<file path="src/rtl/simple_rom_loader_if.sv">
// Byte-stream input, load control and memory write port of the ROM loader.
// The master side is the host/byte source plus the RAM write port observer;
// the slave side is the loader itself.
interface simple_rom_loader_if #(
  parameter int width   = 32,
  parameter int widthad = 8
);
  logic               start;
  logic [widthad-1:0] start_addr;
  logic [widthad:0]   word_count;
  logic               in_valid;
  logic [7:0]         in_data;
  logic               in_ready;
  logic               wr_en;
  logic [widthad-1:0] wr_addr;
  logic [width-1:0]   wr_data;
  logic               busy;
  logic               done;

  modport master (
    output start, start_addr, word_count, in_valid, in_data,
    input  in_ready, wr_en, wr_addr, wr_data, busy, done
  );

  modport slave (
    input  start, start_addr, word_count, in_valid, in_data,
    output in_ready, wr_en, wr_addr, wr_data, busy, done
  );
endinterface

</file>
<file path="src/rtl/simple_rom_loader.sv">
// Run-time memory image loader: packs an 8-bit byte stream little-endian into
// width-bit words and issues one registered write per completed word,
// starting at a captured base address.
module simple_rom_loader #(
  parameter int width   = 32,
  parameter int widthad = 8
) (
  input logic               clk,
  input logic               rst,
  simple_rom_loader_if.slave bus
);
  localparam int BPW   = width / 8;
  localparam int IDX_W = (BPW > 1) ? $clog2(BPW) : 1;

  typedef enum logic [1:0] {IDLE, LOAD, LAST, DONE} state_t;

  state_t             state, state_next;
  logic [IDX_W-1:0]   byte_idx;
  logic [widthad:0]   remaining;
  logic [widthad-1:0] addr;
  logic [width-1:0]   pack, pack_next;
  logic               wr_en_q, busy_q, done_q;
  logic [widthad-1:0] wr_addr_q;
  logic [width-1:0]   wr_data_q;
  logic               accept, word_done;

  // in_ready depends on state only, so a source may legally wait for it
  assign bus.in_ready = (state == LOAD);
  assign bus.wr_en    = wr_en_q;
  assign bus.wr_addr  = wr_addr_q;
  assign bus.wr_data  = wr_data_q;
  assign bus.busy     = busy_q;
  assign bus.done     = done_q;

  assign accept    = (state == LOAD) && bus.in_valid;
  assign word_done = accept && (byte_idx == IDX_W'(BPW - 1));

  // Next-state decode and the pack word with the incoming byte merged in
  always_comb begin
    state_next = state;
    pack_next  = pack;
    pack_next[8*byte_idx +: 8] = bus.in_data;
    case (state)
      IDLE: if (bus.start) state_next = (bus.word_count == '0) ? DONE : LOAD;
      LOAD: if (word_done && (remaining == (widthad+1)'(1))) state_next = LAST;
      LAST: state_next = DONE;
      DONE: state_next = IDLE;
      default: state_next = IDLE;
    endcase
  end

  // State register
  always_ff @(posedge clk or posedge rst) begin
    if (rst) state <= IDLE;
    else     state <= state_next;
  end

  // Parameter capture, byte packing, address/count stepping and registered outputs
  always_ff @(posedge clk or posedge rst) begin
    if (rst) begin
      byte_idx  <= '0;
      remaining <= '0;
      addr      <= '0;
      pack      <= '0;
      wr_en_q   <= 1'b0;
      wr_addr_q <= '0;
      wr_data_q <= '0;
      busy_q    <= 1'b0;
      done_q    <= 1'b0;
    end else begin
      wr_en_q <= 1'b0;
      busy_q  <= (state_next == LOAD) || (state_next == LAST);
      done_q  <= (state_next == DONE);
      if ((state == IDLE) && bus.start) begin
        addr      <= bus.start_addr;
        remaining <= bus.word_count;
        pack      <= '0;
        byte_idx  <= '0;
      end else if (accept) begin
        if (word_done) begin
          wr_en_q   <= 1'b1;
          wr_addr_q <= addr;
          wr_data_q <= pack_next;
          addr      <= addr + widthad'(1);
          remaining <= remaining - (widthad+1)'(1);
          pack      <= '0;
          byte_idx  <= '0;
        end else begin
          pack     <= pack_next;
          byte_idx <= byte_idx + IDX_W'(1);
        end
      end
    end
  end
endmodule

</file>
<file path="src/flat_wrapper.sv">
// flat-port wrapper written by rule: the top's interface ports become plain ports
module simple_rom_loader_flat 
#(
  parameter int width   = 32,
  parameter int widthad = 8
)
  (clk, rst, bus_start, bus_start_addr, bus_word_count, bus_in_valid, bus_in_data, bus_in_ready, bus_wr_en, bus_wr_addr, bus_wr_data, bus_busy, bus_done);
  simple_rom_loader_if #(.width(width), .widthad(widthad)) bus_i ();
  input logic clk;
  input logic rst;
  input wire logic [$bits(bus_i.start)-1:0] bus_start;
  input wire logic [$bits(bus_i.start_addr)-1:0] bus_start_addr;
  input wire logic [$bits(bus_i.word_count)-1:0] bus_word_count;
  input wire logic [$bits(bus_i.in_valid)-1:0] bus_in_valid;
  input wire logic [$bits(bus_i.in_data)-1:0] bus_in_data;
  output wire logic [$bits(bus_i.in_ready)-1:0] bus_in_ready;
  output wire logic [$bits(bus_i.wr_en)-1:0] bus_wr_en;
  output wire logic [$bits(bus_i.wr_addr)-1:0] bus_wr_addr;
  output wire logic [$bits(bus_i.wr_data)-1:0] bus_wr_data;
  output wire logic [$bits(bus_i.busy)-1:0] bus_busy;
  output wire logic [$bits(bus_i.done)-1:0] bus_done;
  assign bus_i.start = bus_start;
  assign bus_i.start_addr = bus_start_addr;
  assign bus_i.word_count = bus_word_count;
  assign bus_i.in_valid = bus_in_valid;
  assign bus_i.in_data = bus_in_data;
  assign bus_in_ready = bus_i.in_ready;
  assign bus_wr_en = bus_i.wr_en;
  assign bus_wr_addr = bus_i.wr_addr;
  assign bus_wr_data = bus_i.wr_data;
  assign bus_busy = bus_i.busy;
  assign bus_done = bus_i.done;
  simple_rom_loader #(.width(width), .widthad(widthad)) u_core (.clk(clk), .rst(rst), .bus(bus_i));
endmodule
</file>
<file path="config.mk">
export PLATFORM = sky130hd
export DESIGN_NAME = simple_rom_loader_flat
export DESIGN_NICKNAME = d
export VERILOG_FILES = /design/src/rtl/simple_rom_loader_if.sv /design/src/rtl/simple_rom_loader.sv /design/src/flat_wrapper.sv
export SDC_FILE = /design/constraint.sdc
export NUM_CORES = 1
export LEC_CHECK = 0
export ABC_AREA = 1
export CORE_MARGIN = 5
export CORE_UTILIZATION = 54
export DETAILED_ROUTE_END_ITERATION = 6
export PLACE_DENSITY = 0.87
export SYNTH_ARGS = -nofsm -noshare
export SYNTH_HDL_FRONTEND = slang
export SYNTH_SLANG_ARGS = --single-unit
export TNS_END_PERCENT = 5
</file>
<file path="constraint.sdc">
create_clock -name clk -period 4.2 [get_ports clk]
set_input_delay 0.84 -clock clk [delete_from_list [all_inputs] [get_ports clk]]
set_output_delay 0.84 -clock clk [all_outputs]
set_load 0.05 [all_outputs]
</file>
# --- Word-level counts from Yosys, hierarchy flattened ---
# Index checks and enable logic that the tools add are counted.
totals:
  reg_bits: 96
  output_inout_bits: 44
  wordCells: 56
op_classes:
  add_sub_neg: 4
  eq_ne: 8
  shifts: 2
  muxes: 20
  n_bitwise: 1
  reduce_logical: 11
op_table:
  columns: ["cell", "n"]
  rows:
  - ["32-bit 2-to-1 mux", 3]
  - ["5-bit negator with 34-bit output", 1]
  - ["8-bit by 34-bit variable shift with 32-bit output (first input constant)", 1]
  - ["8-bit by 34-bit indexed part select with 32-bit output", 1]
  - ["32-bit bitwise mux", 1]
  - ["9-bit 2-to-1 mux", 3]
  - ["8-bit 2-to-1 mux", 3]
  - ["2-bit 2-to-1 mux", 6]
  - ["2-bit == test (second input constant)", 5]
  - ["9-bit by 1-bit == test with 1-bit output (second input constant)", 1]
  - ["9-bit logical NOT", 1]
  - ["9-bit by 1-bit subtractor with 9-bit output (second input constant)", 1]
  - ["8-bit by 1-bit adder with 8-bit output (second input constant)", 1]
  - ["2-bit one-hot mux with 4 select lines", 1]
  - ["2-bit by 1-bit == test with 1-bit output (second input constant)", 2]
  - ["1-bit logical AND", 4]
  - ["2-bit nonzero test", 2]
  - ["1-bit 2-to-1 mux", 3]
  - ["3-bit AND reduction", 1]
  - ["2-bit by 1-bit adder with 2-bit output (second input constant)", 1]
  - ["2-bit logical NOT", 1]
  - ["2-bit AND reduction", 1]
  - ["1-bit logical OR", 1]
  - ["1-bit inverter", 1]

# --- Depth between registers and ports, before layout ---
# Gate-level depths: netlist (run 1).
logic_depth:
  depth_word: 8
  depth_mapped: 9
  mapped_depth_nobuf: 9

# --- Worst setup path after synthesis (run 1) ---
# No wires, ideal clock.
synth_path:
  path_kind: "in2reg"
  from: "in bus_start"
  to: "reg u_core.busy_q, in the netlist u_core.bus.busy"
  t_arrival_ns: 1.808
  t_required_ns: 4.074
  setup_slack_ns: 2.266
  stages: 7
  n_path_buf: 2
  cell_sequence: "nand2_1 buf_6 clkinv_1 buf_2 nor2_1 nand2_1 ha_1"
synth_between:
  elab_chain_len: 4
synth_lines:
  columns: ["element", "line", "text"]
  rows:
  - ["from (decl)", "flat_wrapper.sv:11", "input wire logic [$bits(bus_i.start)-1:0] bus_start;"]
  - ["2-bit 2-to-1 mux *", "simple_rom_loader.sv:44", "IDLE: if (bus.start) state_next = (bus.word_count == '0) ? DONE : LOAD;"]
  - ["2-bit one-hot mux with 4 select lines *", "simple_rom_loader.sv:43", "case (state)"]
  - ["net u_core.state_next[0]", "simple_rom_loader.sv:17", "state_t state, state_next;"]
  - ["2-bit by 1-bit == test with 1-bit output or 2-bit == test (tied branches)", "simple_rom_loader.sv:72", "busy_q <= (state_next == LOAD) || (state_next == LAST);"]
  - ["1-bit logical OR *", "simple_rom_loader.sv:72", null]
  - ["to (signal assigned)", "simple_rom_loader.sv:72", null]
  - ["to (decl)", "simple_rom_loader.sv:22", "logic wr_en_q, busy_q, done_q;"]
# The timed path passes the listed nets; every way through them passes the cells marked *.
# A chain may end at the register's enable or synchronous reset.

# --- Final worst setup path (run 1) ---
layout_path:
  from: "in bus_in_valid"
  to: "reg u_core.busy_q, in the netlist u_core.bus.busy"
layout_between:
  elab_chain_len: 7
layout_lines:
  columns: ["element", "line", "text"]
  rows:
  - ["from (decl)", "flat_wrapper.sv:14", "input wire logic [$bits(bus_i.in_valid)-1:0] bus_in_valid;"]
  - ["1-bit logical AND *", "simple_rom_loader.sv:35", "assign accept = (state == LOAD) && bus.in_valid;"]
  - ["1-bit logical AND *", "simple_rom_loader.sv:36", "assign word_done = accept && (byte_idx == IDX_W'(BPW - 1));"]
  - ["1-bit logical AND *", "simple_rom_loader.sv:45", "LOAD: if (word_done && (remaining == (widthad+1)'(1))) state_next = LAST;"]
  - ["2-bit 2-to-1 mux *", "simple_rom_loader.sv:45", null]
  - ["2-bit one-hot mux with 4 select lines *", "simple_rom_loader.sv:43", null]
  - ["net u_core.state_next[0]", "simple_rom_loader.sv:17", null]
  - ["2-bit by 1-bit == test with 1-bit output or 2-bit == test (tied branches)", "simple_rom_loader.sv:72", null]
  - ["1-bit logical OR *", "simple_rom_loader.sv:72", null]
# Marks and branches as above.

==> results.txt, run 1 <==
Status - completed
Area growth, synth to finish - 21.0%
Max Clock Skew - 0.0116 ns
Multi-input logic area - 0.00188 mm²
Remaining global-route overflow - 0
PwrDens - 725 mW/mm²
Post-route cell area - 0.00560 mm²
Synth unique cells - 26
Cells after synthesis - 608
Vias - 4,131
IO Pins - 73
TNS Setup - 0 ns
Vias in the first global route - 4,060
Critical Path RT - 4.45 ns
FF-to-FF End - u_core.bus.busy$_DFF_PP0_
Yosys warnings - 0
Critical Path End - u_core.bus.busy$_DFF_PP0_
Final hold violations - 0
Place WS - 1.20 ns
Register area - 0.00240 mm²
Crit share post-route - 63.1%
Num CTS Buffers - 9
Most frequent cells in the layout - nand2_1 (311), dfrtp_1 (96), clkdlybuf4s50_1 (72)
Die Ht - 103 µm
Sink Count - 96
Drt via density - 5.27
CTS resizes - 0
Die X - 103 µm
Fillers - 693
GPL Wtd Cong - 0.897
Largest cells by area after synthesis - dfrtp_1 (52%), nand2_1 (25%), inv_1 (4.0%)
Fin util - 67.5%
Die footprint - 0.0105 mm²
Compound-Gate Fraction of Synth Area - 6.03%
HP Class - reg2reg
TritonCTS clock tree - done
Mean area per synthesized cell - 7.61 µm²
Mux contribution to synthesized area - 0%
Final WL - 11.1 mm
Placed cell area - 0.00538 mm²
Final-report max-slew violation count - 0
RSZ-0062 raised after global routing - no
Proportion of layout cells with a drive suffix above 1 - 3.98%
First-pass GRT wire length - 18.6 mm
Clock slew at reported path FFs - 0.09 ns
Clk Latency, worst-skew pair - 0.37 ns
Site row count - 33
Antenna Nets Post-Route - 0
Clk root buf - clkbuf_8
Crit path kind - in2reg
Remaining routing DRC violations - 0
Maximum VDD drop - 0.457 mV
Final WS setup - 1.55 ns
Initial antenna violation count - 0
CP max FO - 53
CORE AREA - 0.00830 mm²
Adder-Cell Fraction of Synth Area - 2.44%
Placed insts - 769
Drt pass-1 iters - 5
Setup Fix Bufs, Post-CTS - 0
Cell depth of the worst flop-to-flop path - 8
Worst Setup SP - bus_in_valid
Reg-to-Reg Start - u_core.byte_idx[0]$_DFFE_PP0P_
Hold Worst Slack - 0.488 ns
Largest net degree at the start of global routing - 54
Max Fclk - 378 MHz
Arr. time, crit path - 2.90 ns
Synth top area share - 51.9%
Initial DRC Count - 306
Cell taking the most area after synthesis - dfrtp_1
Syn nets - 646
Layout Nets - 713
DP HPWL - 7.62 mm
Clock buffer depth - 2
Initial core utilization - 55.7%
Min Clock Period, post-route - 2.65 ns
CTS H-Tree Depth - 3
Synth Area in Simple Gates - 31.9%
Setup violators final - 0
Most common cell after layout, fill and taps aside - nand2_1
Layout Cells excl Fill - 784
Maxcap violations - 0
Slew headroom - 41.9%
Post-synthesis xor/xnor area fraction - 0.379%
Largest family of logic cells by synthesized area - simple AND/OR/NAND/NOR gates
Total GRT Usage - 22.2%
DR WL/cell - 14.2 µm
Sequential share of the synthesized area - 51.9%
Worst Setup End Kind - flip-flop
Antenna Cells - 0
Cts hold-fix bufs - 0
Internal reg-to-reg setup slack - 1.79 ns
Cell Area, Synth - 0.00462 mm²
Port Buffers - 72
Worst-Margin Slew - 0.872 ns
Count of state elements after synthesis - 96
Static Leak - 2.93 nW
Startpoint Class - input pin
Power, Total - 4.06 mW
==> logic make-up after synthesis <==
group | after synthesis
adders and majority gates | 9
and+or+nand+nor | 373
DFF | 96
xor gates and xnor gates | 2
AOI/OAI and AO/OA | 52
buffers and inverters | 76
==> worst max-delay path: stages <==
cell and delay (ns):
clkdlybuf4s50_1 0.54, nand3_2 0.09, buf_4 0.31, inv_2 0.46
nand3b_1 0.21, nand2_1 0.10, nand2_1 0.07, ha_1 0.29
==> sequential cells by signal (all words and copies together), names as in the netlist <==
signal and cells:
u_core.pack 32, u_core.bus.busy 1, u_core.bus.wr_addr 8, u_core.remaining 9, u_core.state 2, u_core.bus.wr_data 32, u_core.bus.done 1, u_core.byte_idx 2
u_core.bus.wr_en 1, u_core.addr 8
==> layer usage <==
metal  vias up  share of wire, %  GRT usage (%)  wire (µm)
li1       2009                 -              -          -
met1      1949                43           30.2       4820
met2       153                49           36.1       5400
met3        20               6.1           3.32        679
met4         0               1.9           8.78        209
met5         -                 0              0          0
==> cells in the mapped netlist <==
cell      count
nand3b_1      2
o21ai_0      35
buf_4         2
xor2_1        1
o21ai_1       3
clkbuf_2      1
nand3_1      32
inv_1        49
xnor2_1       1
dfrtp_1      96
buf_6         5
nand3_2       1
clkbuf_1      6
nor2_4        1
clkinv_1      3
buf_2         6
o21bai_1      2
nand2_1     311
o21a_1        1
inv_2         4
or2_2         1
ha_1          9
nand4_1       4
a21oi_1       2
o22ai_1       9
nor2_1       21
==> area by class of cell <==
class                   count  share of cell area [%]
flip-flops and latches     96                    42.9
multi-input cells         436                    33.6
repair buffers             76                    13.4
inverters                  56                    3.78
clock buffers              10                    2.46
well taps                 105                    2.35
clock inverters             5                    1.45
==> worst min-delay path by stage <==
stage | cells past startpoint | start | slack [ns] | endpoint
global placement | 2 | u_core.pack[13]$_DFFE_PP0P_ | 0.46 | u_core.pack[13]$_DFFE_PP0P_
global route | 2 | u_core.bus.wr_addr[1]$_DFFE_PP0P_ | 0.50 | u_core.bus.wr_addr[1]$_DFFE_PP0P_
finish | 2 | u_core.bus.wr_addr[2]$_DFFE_PP0P_ | 0.49 | u_core.bus.wr_addr[2]$_DFFE_PP0P_
CTS | 2 | u_core.pack[24]$_DFFE_PP0P_ | 0.49 | u_core.pack[24]$_DFFE_PP0P_
floorplan | 2 | u_core.pack[0]$_DFFE_PP0P_ | 0.45 | u_core.pack[0]$_DFFE_PP0P_
detailed placement | 2 | u_core.pack[13]$_DFFE_PP0P_ | 0.46 | u_core.pack[13]$_DFFE_PP0P_
==> power breakdown <==
part           switching, mW  internal (mW)
Sequential             0.230           1.24
Clock                  0.327          0.349
Combinational           1.32          0.592
Note: power is estimated with default switching activity, not from simulation.
==> run 2: changes to the inputs <==
CORE_UTILIZATION = 49   (was 54)
PLACE_DENSITY = 0.84   (was 0.87)
clock period = 2.1 ns   (was 4.2 ns; I/O delays follow)
==> results.txt, run 2 (synthesis results as in run 1) <==
Die footprint - 0.0115 mm² (was 0.0105 mm²)
Clk root buf - clkbuf_8 (unchanged)
DP HPWL - 7.88 mm (was 7.62 mm)
Worst hold path depth - 2 (unchanged)
HP Class - reg2reg (unchanged)
Initial DRC Count - 234 (was 306)
Hold path startpoint - u_core.bus.wr_data[30]$_DFFE_PP0P_ (was u_core.bus.wr_addr[2]$_DFFE_PP0P_)
Proportion of layout cells with a drive suffix above 1 - 4.95% (was 3.98%)
Critical path cell sequence - clkdlybuf4s50_1 (was clkdlybuf4s50_1 -> nand3_2 -> buf_4 -> inv_2 -> nand3b_1 -> nand2_1 -> nand2_1 -> ha_1)
Port Buffers - 72 (unchanged)
Crit share post-route - 94.7%
Num CTS Buffers - 9 (unchanged)
Most common cell after layout, fill and taps aside - nand2_1 (unchanged)
Antenna Nets Post-Route - 0 (unchanged)
Kind of cell adding the most delay to the critical path - buffers and inverters (unchanged)
Worst-Margin Slew - 0.553 ns (was 0.872 ns)
Final hold violations - 0 (unchanged)
Drt via density - 5.07 (was 5.27)
Maxcap violations - 0 (unchanged)
Worst Setup End Kind - output pin (was flip-flop)
Fillers - 789 (was 693)
CP max FO - 2 (was 53)
TritonCTS clock tree - done (unchanged)
Slew headroom - 63.1% (was 41.9%)
Die X - 107 µm (was 103 µm)
Setup violators final - 0 (unchanged)
Remaining global-route overflow - 0 (unchanged)
Placed insts - 800 (was 769)
Sink Count - 96 (unchanged)
GPL Wtd Cong - 0.891 (was 0.897)
Initial core utilization - 50.0% (was 55.7%)
Area growth, synth to finish - 22.5% (was 21.0%)
Clock buffer depth - 2 (unchanged)
RSZ-0062 raised after global routing - no (unchanged)
CTS resizes - 0 (unchanged)
Startpoint Class - flip-flop (was input pin)
Final WL - 11.1 mm (about the same)
CP max-delay cell - clkdlybuf4s50_1 (unchanged)
Worst-case hold path end point - u_core.bus.wr_data[30]$_DFFE_PP0P_ (was u_core.bus.wr_addr[2]$_DFFE_PP0P_)
Initial antenna violation count - 0 (unchanged)
DR WL/cell - 13.6 µm (was 14.2 µm)
Arr. time, crit path - 1.57 ns (was 2.90 ns)
Drt pass-1 iters - 7 (was 5)
Layout Nets - 720 (was 713)
Reg-to-Reg Start - u_core.byte_idx[0]$_DFFE_PP0P_ (unchanged)
Cts hold-fix bufs - 0 (unchanged)
Remaining routing DRC violations - 0 (unchanged)
Setup Fix Bufs, Post-CTS - 0 (unchanged)
Slowest Stage Delay on Critical Path - 0.82 ns (was 0.54 ns)
FF-to-FF End - u_core.pack[27]$_DFFE_PP0P_ (was u_core.bus.busy$_DFF_PP0_)
CTS H-Tree Depth - 3 (unchanged)
Crit path buffers/inverters - 1 (was 3)
Maximum VDD drop - 0.809 mV (was 0.457 mV)
Vias - 4,136 (was 4,131)
Cell depth of the worst flop-to-flop path - 7 (was 8)
Layout Cells excl Fill - 816 (was 784)
Status - completed (unchanged)
Min Clock Period, post-route - 1.99 ns
Max Clock Skew - 0.0164 ns (was 0.0116 ns)
Crit path kind - reg2out (was in2reg)
First-pass GRT wire length - 19.1 mm (was 18.6 mm)
Largest net degree at the start of global routing - 97 (was 54)
Max Fclk - 503 MHz
Internal reg-to-reg setup slack - 0.25 ns (was 1.79 ns)
Site row count - 35 (was 33)
Place WS - 0.186 ns (was 1.20 ns)
IO Pins - 73 (unchanged)
TNS Setup - 0 ns (unchanged)
Most frequent cells in the layout - nand2_1 (311), dfrtp_1 (96), clkdlybuf4s50_1 (71) (was nand2_1 (311), dfrtp_1 (96), clkdlybuf4s50_1 (72))
Static Leak - 2.95 nW (was 2.93 nW)
PwrDens - 1420 mW/mm² (was 725 mW/mm²)
Antenna Cells - 0 (unchanged)
Final-report max-slew violation count - 0 (unchanged)
Clock slew at reported path FFs - 0.09 ns (about the same)
Vias in the first global route - 4,201 (was 4,060)
Die Ht - 107 µm (was 103 µm)
Clk Latency, worst-skew pair - 0.37 ns (about the same)
Final WS setup - 0.110 ns (was 1.55 ns)
CORE AREA - 0.00924 mm² (was 0.00830 mm²)
Total GRT Usage - 20.6% (was 22.2%)
Critical Path RT - 1.68 ns (was 4.45 ns)
Fin util - 61.3% (was 67.5%)
## run 2: cell count changes in the layout (fill, tap and decap cells not counted)
cell	delta
clkbuf_8	-1
buf_12	+1
clkinv_4	+1
clkbuf_1	+2
clkdlybuf4s50_1	-1
bufinv_16	-1
buf_4	+7
## run 2: cell type report
cell class / count / area, µm² / area share (%)
flip-flops and latches: 96 / 2400 / 42.4
multi-input cells: 436 / 1880 / 33.3
repair buffers: 83 / 813 / 14.4
inverters: 56 / 214 / 3.78
well taps: 129 / 161 / 2.85
clock buffers: 11 / 131 / 2.32
clock inverters: 5 / 57.6 / 1.02
## run 2: worst max path at each step
stage               slack, ns  cells after the start                     endpoint                               start
floorplan                0.38                      7    u_core.bus.busy$_DFF_PP0_           u_core.state[1]$_DFF_PP0_
CTS                      0.11                      1              bus_wr_data[21]  u_core.bus.wr_data[21]$_DFFE_PP0P_
finish                   0.11                      1              bus_wr_data[20]  u_core.bus.wr_data[20]$_DFFE_PP0P_
global placement         0.25                      7    u_core.bus.busy$_DFF_PP0_                        bus_in_valid
detailed placement       0.19                      6  u_core.pack[23]$_DFFE_PP0P_                           bus_start
global route             0.06                      1              bus_wr_data[20]  u_core.bus.wr_data[20]$_DFFE_PP0P_
## run 2: where the power goes
| group | switching, mW | internal (mW) |
|---|---|---|
| clock network | 0.640 | 0.553 |
| registers | 0.457 | 2.48 |
| logic | 2.65 | 1.24 |
## run 2: metrics by stage
stage	instance area [µm²]	hold slack [ns]	power, mW
final	5660	0.488	8.03
after global routing	5660	0.506	8.58
after CTS	5660	0.489	8.05
after detailed placement	5470	0.464	6.84
after global placement	5470	0.462	6.69
after floorplan	4630	0.449	5.65
## run 2: per-layer routing
layer  track usage, %  wire (µm)
met1             26.1       4680
met4             7.95        238
met5                0          0
met2             34.7       5640
met3             3.85        562
## run 2: worst reg2reg max path: stages, from the launching register on
cell	delay, ns
dfrtp_1	0.39
inv_1	0.14
ha_1	0.27
inv_1	0.11
nand4_1	0.30
o21ai_0	0.40
nand2_1	0.09
nand2_1	0.08
==> run 3: changes to the inputs <==
CORE_UTILIZATION = 50   (was 49)
CTS_BUF_LIST = sky130_fd_sc_hd__clkbuf_2   (was unset)
PLACE_DENSITY = 0.85   (was 0.84)
==> results.txt, run 3 (synthesis results as in run 1) <==
Vias - 4,102 (was 4,136)
Critical Path RT - 1.68 ns (about the same)
Antenna Cells - 0 (unchanged)
Clk Latency, worst-skew pair - 0.56 ns (was 0.37 ns)
Drt via density - 5.13 (was 5.07)
TritonCTS clock tree - done (unchanged)
Area growth, synth to finish - 19.6% (was 22.5%)
GRT met1 Usage - 26.1% (about the same)
Die X - 106 µm (was 107 µm)
Remaining routing DRC violations - 0 (unchanged)
Status - completed (unchanged)
Remaining global-route overflow - 0 (unchanged)
Proportion of layout cells with a drive suffix above 1 - 5.22% (was 4.95%)
CP max FO - 2 (unchanged)
Num CTS Buffers - 9 (unchanged)
Final WL - 11.0 mm (was 11.1 mm)
GR Util met3 - 3.28% (was 3.85%)
PwrDens - 1360 mW/mm² (was 1420 mW/mm²)
Most frequent cells in the layout - nand2_1 (311), dfrtp_1 (96), inv_1 (48) (was nand2_1 (311), dfrtp_1 (96), clkdlybuf4s50_1 (71))
Final hold violations - 0 (unchanged)
Startpoint Class - flip-flop (unchanged)
Cts hold-fix bufs - 0 (unchanged)
CORE AREA - 0.00911 mm² (was 0.00924 mm²)
Power, Total - 7.54 mW (was 8.03 mW)
Max Fclk - 507 MHz (was 503 MHz)
TNS Setup - 0 ns (unchanged)
Drt pass-1 iters - 6 (was 7)
Largest net degree at the start of global routing - 57 (was 97)
Initial DRC Count - 263 (was 234)
Initial core utilization - 50.8% (was 50.0%)
Static Leak - 3.11 nW (was 2.95 nW)
Setup Fix Bufs, Post-CTS - 0 (unchanged)
Maxcap violations - 0 (unchanged)
Final-report max-slew violation count - 0 (unchanged)
IO Pins - 73 (unchanged)
HP Class - in2async (was reg2reg)
Clock buffer depth - 2 (unchanged)
First-pass GRT wire length - 18.4 mm (was 19.1 mm)
Setup violators final - 0 (unchanged)
Vias in the first global route - 4,103 (was 4,201)
Hold Worst Slack - 0.258 ns (was 0.488 ns)
CTS H-Tree Depth - 3 (unchanged)
DR WL/cell - 13.7 µm (was 13.6 µm)
CP max-delay cell - dlygate4sd2_1 (was clkdlybuf4s50_1)
Kind of cell adding the most delay to the critical path - buffers and inverters (unchanged)
Placed insts - 784 (was 800)
GPL Wtd Cong - 0.841 (was 0.891)
Site row count - 35 (unchanged)
Total GRT Usage - 20.1% (was 20.6%)
Crit share post-route - 94.0% (was 94.7%)
Die Ht - 106 µm (was 107 µm)
Slowest Stage Delay on Critical Path - 0.54 ns (was 0.82 ns)
Die footprint - 0.0113 mm² (was 0.0115 mm²)
Sink Count - 96 (unchanged)
Port Buffers - 72 (unchanged)
Layout Nets - 722 (was 720)
Most common cell after layout, fill and taps aside - nand2_1 (unchanged)
Clk root buf - clkbuf_2 (was clkbuf_8)
Critical path cell sequence - dlygate4sd2_1 (was clkdlybuf4s50_1)
Max Clock Skew - 0.0302 ns (was 0.0164 ns)
Global route hottest layer - met2 (unchanged)
Crit path kind - reg2out (unchanged)
Worst Setup End Kind - output pin (unchanged)
Antenna Nets Post-Route - 0 (unchanged)
GR Layer Usage met2 - 33.3% (was 34.7%)
Maximum VDD drop - 0.918 mV (was 0.809 mV)
Layout Cells excl Fill - 800 (was 816)
DP HPWL - 7.94 mm (was 7.88 mm)
Slew headroom - 65.7% (was 63.1%)
Crit path buffers/inverters - 1 (unchanged)
Min Clock Period, post-route - 1.97 ns (was 1.99 ns)
RSZ-0062 raised after global routing - no (unchanged)
Initial antenna violation count - 0 (unchanged)
Clock slew at reported path FFs - 0.26 ns (was 0.09 ns)
Arr. time, crit path - 1.55 ns (was 1.57 ns)
Worst-Margin Slew - 0.514 ns (was 0.553 ns)
CTS resizes - 43 (was 0)
==> run 3: changes by cell type in the layout (fill, tap and decap cells not counted), moves of 2 or more <==
cell / previous run / this run
dlygate4sd2_1: 0 / 43
clkbuf_2: 0 / 9
clkinv_4: 2 / 0
clkbuf_1: 2 / 0
clkinv_1: 3 / 5
clkinvlp_4: 1 / 3
clkbuf_8: 9 / 0
clkdlybuf4s50_1: 71 / 28
==> run 3: metrics by stage <==
| step | utilization [%] | cell area [µm²] | setup WS [ns] |
|---|---|---|---|
| finish | 60.7 | 5530 | 0.127 |
| global route | 60.7 | 5530 | 0.0567 |
| CTS | 60.7 | 5530 | 0.128 |
| detailed placement | 60.2 | 5480 | 0.232 |
| global placement | 60.2 | 5480 | 0.289 |
| floorplan | - | 4630 | 0.377 |
==> run 3: report_power, final <==
| group | internal [mW] | leakage, nW | switching, mW |
|---|---|---|---|
| registers | 2.47 | 1.29 | 0.434 |
| clock network | 0.262 | 0.0628 | 0.621 |
| logic | 1.09 | 1.77 | 2.66 |
==> run 3: final timing paths <==
kind / startpoint / end / slack (ns) / cells past startpoint
worst max-delay path: u_core.bus.wr_data[6]$_DFFE_PP0P_ / bus_wr_data[6] / 0.13 / 1
worst min-delay path: rst / u_core.pack[6]$_DFFE_PP0P_ / 0.26 / 3
worst max register to register: u_core.byte_idx[0]$_DFFE_PP0P_ / u_core.pack[16]$_DFFE_PP0P_ / 0.28 / 6
worst min register to register: u_core.bus.wr_data[2]$_DFFE_PP0P_ / u_core.bus.wr_data[2]$_DFFE_PP0P_ / 0.51 / 2
max in group asynchronous: rst / u_core.bus.wr_data[20]$_DFFE_PP0P_ / 1.37 / 3
min in group clk: bus_word_count[4] / u_core.remaining[4]$_DFFE_PP0P_ / 0.41 / 3
==> run 3: routing by layer <==
layer  routed length (µm)  vias to the layer above
li1                     -                     2026
met1                 4680                     1914
met2                 5370                      137
met3                  646                       25
met4                  252                        0
met5                    0                        -
==> run 3: worst reg2reg max path: stages (launching register included) <==
cell	delay, ns
dfrtp_1	0.43
inv_1	0.13
ha_1	0.38
nand3_1	0.34
o22ai_1	0.33
nand2_1	0.10
o21ai_0	0.07
==> run 3: cell type report <==
class	instances	area (µm²)
well taps	111	139
clock inverters	7	62.6
flip-flops and latches	96	2400
clock buffers	9	45.0
multi-input cells	436	1880
inverters	56	214
repair buffers	85	787
fillers	803	3580
